### src/rtl/tile_loop_gen_pkg.sv
// Shared definitions for the tile loop generator: FSM encoding and the
// default tile geometry used by the layer controller.
package tile_loop_gen_pkg;

  typedef enum logic [1:0] {
    ST_IDLE = 2'd0,
    ST_RUN  = 2'd1,
    ST_DONE = 2'd2
  } tile_state_e;

  localparam int DEF_CH         = 4;
  localparam int DEF_ROW        = 8;
  localparam int DEF_COL        = 8;
  localparam int DEF_ROW_STRIDE = 8;
  localparam int DEF_CH_STRIDE  = 64;

endpackage

### src/rtl/loop_dim_cnt.sv
// One loop dimension: counts 0..MAX on inc, wraps to 0 after MAX.
// wrap is the carry into the next-outer dimension (inc while at MAX).
module loop_dim_cnt #(
  parameter int W   = 16,
  parameter int MAX = 1
) (
  input  logic         clk,
  input  logic         rst,
  input  logic         clr,
  input  logic         inc,
  output logic [W-1:0] cnt,
  output logic         at_max,
  output logic         wrap
);

  assign at_max = (cnt == W'(MAX));
  assign wrap   = inc & at_max;

  // Index register: clear on a new walk, step or wrap on inc.
  always_ff @(posedge clk or posedge rst) begin
    if (rst)       cnt <= '0;
    else if (clr)  cnt <= '0;
    else if (inc)  cnt <= at_max ? '0 : cnt + 1'b1;
  end

endmodule

### src/rtl/tile_loop_gen.sv
// Walks one feature-map tile in channel/row/column order and emits one
// coordinate plus linear buffer address per accepted beat. Addresses are
// tracked incrementally (channel start, row start, current) so no multiplier
// is needed.
module tile_loop_gen
  import tile_loop_gen_pkg::*;
#(
  parameter int CW         = 16,
  parameter int AW         = 16,
  parameter int CH         = DEF_CH,
  parameter int ROW        = DEF_ROW,
  parameter int COL        = DEF_COL,
  parameter int ROW_STRIDE = DEF_ROW_STRIDE,
  parameter int CH_STRIDE  = DEF_CH_STRIDE
) (
  input  logic          clk,
  input  logic          rst,
  input  logic          start,
  input  logic [AW-1:0] base_addr,
  output logic          out_valid,
  input  logic          out_ready,
  output logic [CW-1:0] out_ch,
  output logic [CW-1:0] out_row,
  output logic [CW-1:0] out_col,
  output logic [AW-1:0] out_addr,
  output logic          out_last,
  output logic          busy,
  output logic          done
);

  localparam logic [AW-1:0] ROW_STEP = AW'(ROW_STRIDE);
  localparam logic [AW-1:0] CH_STEP  = AW'(CH_STRIDE);

  tile_state_e   state_q, state_d;
  logic          accept, xfer;
  logic          col_max, row_max, ch_max;
  logic          col_wrap, row_wrap, ch_wrap;
  logic [AW-1:0] ch_base_q, row_base_q, addr_q;

  assign accept    = (state_q == ST_IDLE) & start;
  assign out_valid = (state_q == ST_RUN);
  assign xfer      = out_valid & out_ready;
  assign busy      = (state_q != ST_IDLE);
  assign done      = (state_q == ST_DONE);
  assign out_addr  = addr_q;
  assign out_last  = out_valid & ch_max & row_max & col_max;

  // Counters chained inner to outer: column carry steps the row, row carry
  // steps the channel; the channel carry marks the final beat.
  loop_dim_cnt #(.W(CW), .MAX(COL-1)) u_col (
    .clk(clk), .rst(rst), .clr(accept), .inc(xfer),
    .cnt(out_col), .at_max(col_max), .wrap(col_wrap)
  );
  loop_dim_cnt #(.W(CW), .MAX(ROW-1)) u_row (
    .clk(clk), .rst(rst), .clr(accept), .inc(col_wrap),
    .cnt(out_row), .at_max(row_max), .wrap(row_wrap)
  );
  loop_dim_cnt #(.W(CW), .MAX(CH-1)) u_ch (
    .clk(clk), .rst(rst), .clr(accept), .inc(row_wrap),
    .cnt(out_ch), .at_max(ch_max), .wrap(ch_wrap)
  );

  // State register.
  always_ff @(posedge clk or posedge rst) begin
    if (rst) state_q <= ST_IDLE;
    else     state_q <= state_d;
  end

  // Next state: start only counts in IDLE; DONE lasts exactly one cycle.
  always_comb begin
    state_d = state_q;
    case (state_q)
      ST_IDLE: if (start)   state_d = ST_RUN;
      ST_RUN:  if (ch_wrap) state_d = ST_DONE;
      ST_DONE:              state_d = ST_IDLE;
      default:              state_d = ST_IDLE;
    endcase
  end

  // Address tracking: +1 per column, jump to next row/channel start on wrap.
  always_ff @(posedge clk or posedge rst) begin
    if (rst) begin
      ch_base_q  <= '0;
      row_base_q <= '0;
      addr_q     <= '0;
    end else if (accept) begin
      ch_base_q  <= base_addr;
      row_base_q <= base_addr;
      addr_q     <= base_addr;
    end else if (row_wrap) begin
      ch_base_q  <= ch_base_q + CH_STEP;
      row_base_q <= ch_base_q + CH_STEP;
      addr_q     <= ch_base_q + CH_STEP;
    end else if (col_wrap) begin
      row_base_q <= row_base_q + ROW_STEP;
      addr_q     <= row_base_q + ROW_STEP;
    end else if (xfer) begin
      addr_q     <= addr_q + 1'b1;
    end
  end

endmodule

### config.mk
export PLATFORM = sky130hd
export DESIGN_NAME = tile_loop_gen
export DESIGN_NICKNAME = d
export VERILOG_FILES = /design/src/rtl/tile_loop_gen_pkg.sv /design/src/rtl/loop_dim_cnt.sv /design/src/rtl/tile_loop_gen.sv
export SDC_FILE = /design/constraint.sdc
export NUM_CORES = 1
export LEC_CHECK = 0
export ABC_CLOCK_PERIOD_IN_PS = 4200
export BUFFER_PORTS_ARGS = -buffer_cell sky130_fd_sc_hd__buf_2
export CAP_MARGIN = 10
export CORE_UTILIZATION = 50
export CTS_CLUSTER_DIAMETER = 80
export CTS_CLUSTER_SIZE = 8
export DETAILED_ROUTE_END_ITERATION = 10
export PLACE_DENSITY = 0.83
export SLEW_MARGIN = 20
export SYNTH_ARGS = -nofsm -noshare
export SYNTH_HDL_FRONTEND = slang
export SYNTH_HIERARCHICAL = 1
export SYNTH_SLANG_ARGS = --single-unit
### constraint.sdc
create_clock -name clk -period 4.2 [get_ports clk]
set_input_delay 0.63 -clock clk [delete_from_list [all_inputs] [get_ports clk]]
set_output_delay 0.63 -clock clk [all_outputs]
set_load 0.1 [all_outputs]
==> flow_summary.ini <==
[power]
powerDensity_nw_per_um2 = 492.0
pwr-share-clk_pct = 25.8
peakVddDrop_mv = 0.3204
comb_power_share_pct = 36.0
internal_power_w = 0.001837
switching_share_pct = 44.88
sequentialPowerShare_pct = 38.2
p_leak_nw = 3.142
switchingPower_w = 0.001496
total_power_w = 0.003333

[synthesis]
synth_top_family_by_area = simple AND/OR/NAND/NOR gates
async_flop_share_pct = 100.0
yosys.area_share.simple_pct = 27.82
avgSynthCellArea_um2 = 8.975
ys_seq_area_share_pct = 41.09
synth.top_cell.area_share_pct = 41.09
synth_area_leaders = dfrtp_1 41%, nand2_1 4.0%, nand3_1 3.9%, nor2_1 3.6%, o21ai_0 2.9%
yosysUniqueCellTypes = 74
muxShareOfSynthArea_pct = 1.614
yosys.area_share.adder_pct = 1.258
synth_edf_count = 0
ys.flop_type = dfrtp_1
synth_xor_area_share_pct = 4.990
synth_compound_gate_area_share_pct = 19.73
ys_ff_latch = 98
syn-instance-count = 665
syn_nets = 691
yosys_warnings = 6
yosys.area.top_type = dfrtp_1
syn_area_um2 = 5968

[timing]
rsz0062_at_grt = false
maxSlewViolCount = 0
finClkSkew_ns = 0.007884
tightest_slew_ns = 0.9008
maxSlewHeadroom_pct = 39.87
period_share_pct = 86.48
finalSetupViolCount = 0
period_needed_ns = 3.632
setup_slack_ns = 0.5679
finalHoldViolCount = 0
max_freq_mhz = 275.3
final.setup.tns_ns = 0
hold_slack_ns = 0.4054

[clocking]
postCtsHoldBufs = 0
cts_sinks = 98
cts_setup_buffers = 0
clk_path_buf_depth = 2
post_cts_resize_count = 0
cts-buffers-inserted = 9
cts.clk_slew.worst_paths_ns = 0.07
cts_tree = yes
clk-insertion-delay-late_ns = 0.36
cts_max_level = 3
cts_root_buf = clkbuf_16

[place]
post-dp-hpwl_um = 11290
port_buffers = 87
post-place-ws_ns = 0.6548
dpl-instance-area_um2 = 6470
gp_congestion = 0.9775

[grt]
grtUsageTotal_pct = 26.79
antenna_found_initial = 0
grt_pass1_vias = 5466
grt_max_degree = 51
grt_first_pass_wirelength_um = 26960
grt.overflow.total = 0

[routing]
drc = 8
final_antenna_net_count = 0
drt-pass1-iter-count = 8
vias = 5713
vias_per_cell = 6.419
wire_per_inst_um = 18.14
drt-total-wl_um = 16150
drtIter0Drc = 594

[cells_and_area]
area_growth_pct = 13.50
fill_cells = 1031
drive_above_1_share_pct = 18.61
num_antenna_cells = 0
fin_nets = 768
final_area_um2 = 6774

[floorplanning]
core_area_um2 = 11520
io_pins = 88
dieHeight_um = 111.3
die_x_um = 111.3
num_rows = 39
die_area_um2 = 12380
start_util_pct = 51.83

[setup_path]
critical_path_required_ns = 4.47
cp_cell_sequence = ha_1, nor4b_1, and4_1, and2_2, and2_2, nand2b_1, a41oi_1, a31oi_1, a31oi_1
arrival_ns = 3.90
crit_fanout = 36
criticalPathCategory = reg -> reg
slowest_stage = a41oi_1
end_kind = flip-flop
slowest_delay_ns = 0.70
worstSetupStartpointType = flip-flop

[outcome]
status = finished with violations
violations = DRC

[flow_run]
cap_violations = 0

[min_path]
hp-class = in -> async
==> per-layer routing <==
| metal | share of wire, % | GRT usage (%) | wire length, um |
|---|---|---|---|
| met1 | 44 | 35.91 | 7052 |
| met2 | 48 | 43.79 | 7786 |
| met3 | 6.4 | 4.155 | 1036 |
| met4 | 1.7 | 10.00 | 272 |
| met5 | 0 | 0 | 0 |
==> placed cells by master (no fill, tap or decap), drive strengths merged, types with 18 or more instances in the layout <==
master / instances
dfrtp: 98
buf: 91
nand2: 63
nor2: 58
nand3: 47
o21ai: 42
a21oi: 32
nand4: 21
xnor2: 18
inv: 18
==> Yosys cell counts (all sizes together), types with 3 or more instances <==
master / n
nand2b: 7
xnor2: 18
a311o: 3
and2: 17
clkbuf: 12
a22o: 3
mux2: 5
xor2: 16
or4: 9
o32a: 3
and4: 16
nand3: 47
a21oi: 32
o21ai: 42
o22ai: 3
a32o: 4
mux2i: 4
o21a: 5
or3: 7
dfrtp: 98
a211oi: 5
nand4b: 3
o2111ai: 5
buf: 13
a41oi: 6
o31ai: 4
nor2: 58
inv: 17
a31oi: 15
and3: 9
nor2b: 11
or2: 5
o211ai: 8
nor3: 13
o22a: 7
nand2: 63
nor4b: 5
nor4: 7
ha: 6
nand4: 21
and4b: 3
a21o: 11
==> worst paths after layout <==
| check | start | endpoint | slack [ns] | depth (start not counted) |
|---|---|---|---|---|
| max | u_col/cnt[0] | u_ch/cnt[9] | 0.57 | 9 |
| min | rst | u_row/cnt[13] | 0.41 | 2 |
| max reg2reg | u_col/cnt[0] | u_ch/cnt[9] | 0.57 | 9 |
| min reg2reg | ch_base_q[4] | ch_base_q[4] | 0.49 | 2 |
| max in group asynchronous | rst | row_base_q[11] | 3.19 | 2 |
| min in group clk | ch_base_q[4] | ch_base_q[4] | 0.49 | 2 |
==> logic make-up (layout without fill, tap and decap cells) <==
| group | count (synthesis) | count (layout) |
|---|---|---|
| AOI/OAI and AO/OA | 170 | 170 |
| and+or+nand+nor | 306 | 306 |
| xor gates and xnor gates | 34 | 34 |
| adders and majority gates | 6 | 6 |
| muxes | 9 | 9 |
| buffers and inverters | 42 | 124 |
| DFF | 98 | 98 |
==> power groups by stage <==
stage / Combinational (W) / Sequential [W] / Clock (W)
after floorplan: 0.000391 / 0.00184 / 0
after global placement: 0.00117 / 0.00127 / 0
after detailed placement: 0.00119 / 0.00129 / 0
after CTS: 0.00120 / 0.00127 / 0.000877
after global routing: 0.00126 / 0.00130 / 0.000911
final: 0.00120 / 0.00127 / 0.000861
==> critical path: cells and delay by family (launching register included) <==
family                   cells  cell delay, ns
AND/OR/NAND/NOR              5            1.75
AO/OA/AOI/OAI                3            1.10
adder cells (fa/ha/maj)      1            0.30
flip-flops                   1            0.40
==> final cells by class <==
cell class	instances	area [um^2]	area share, %
multi-input cells	525	3307	48.82
clock inverters	5	60.06	0.8866
inverters	17	67.56	0.9974
clock buffers	11	242.7	3.583
repair buffers	91	465.4	6.871
well taps	143	178.9	2.641
flip-flops and latches	98	2452	36.20
==> sequential cells by signal, summed over array words and instances (netlist names) <==
signal      cells
u_ch/cnt       16
out_addr       16
state_q         2
ch_base_q      16
u_row/cnt      16
u_col/cnt      16
row_base_q     16
==> per-stage QoR <==
| stage | util, % | std cells |
|---|---|---|
| floorplan | - | 665 |
| global placement | 56.18 | 874 |
| detailed placement | 56.18 | 874 |
| CTS | 58.81 | 890 |
| global route | 58.82 | 890 |
| finish | 58.82 | 890 |
No activity file was read; power rests on OpenSTA's default activity.
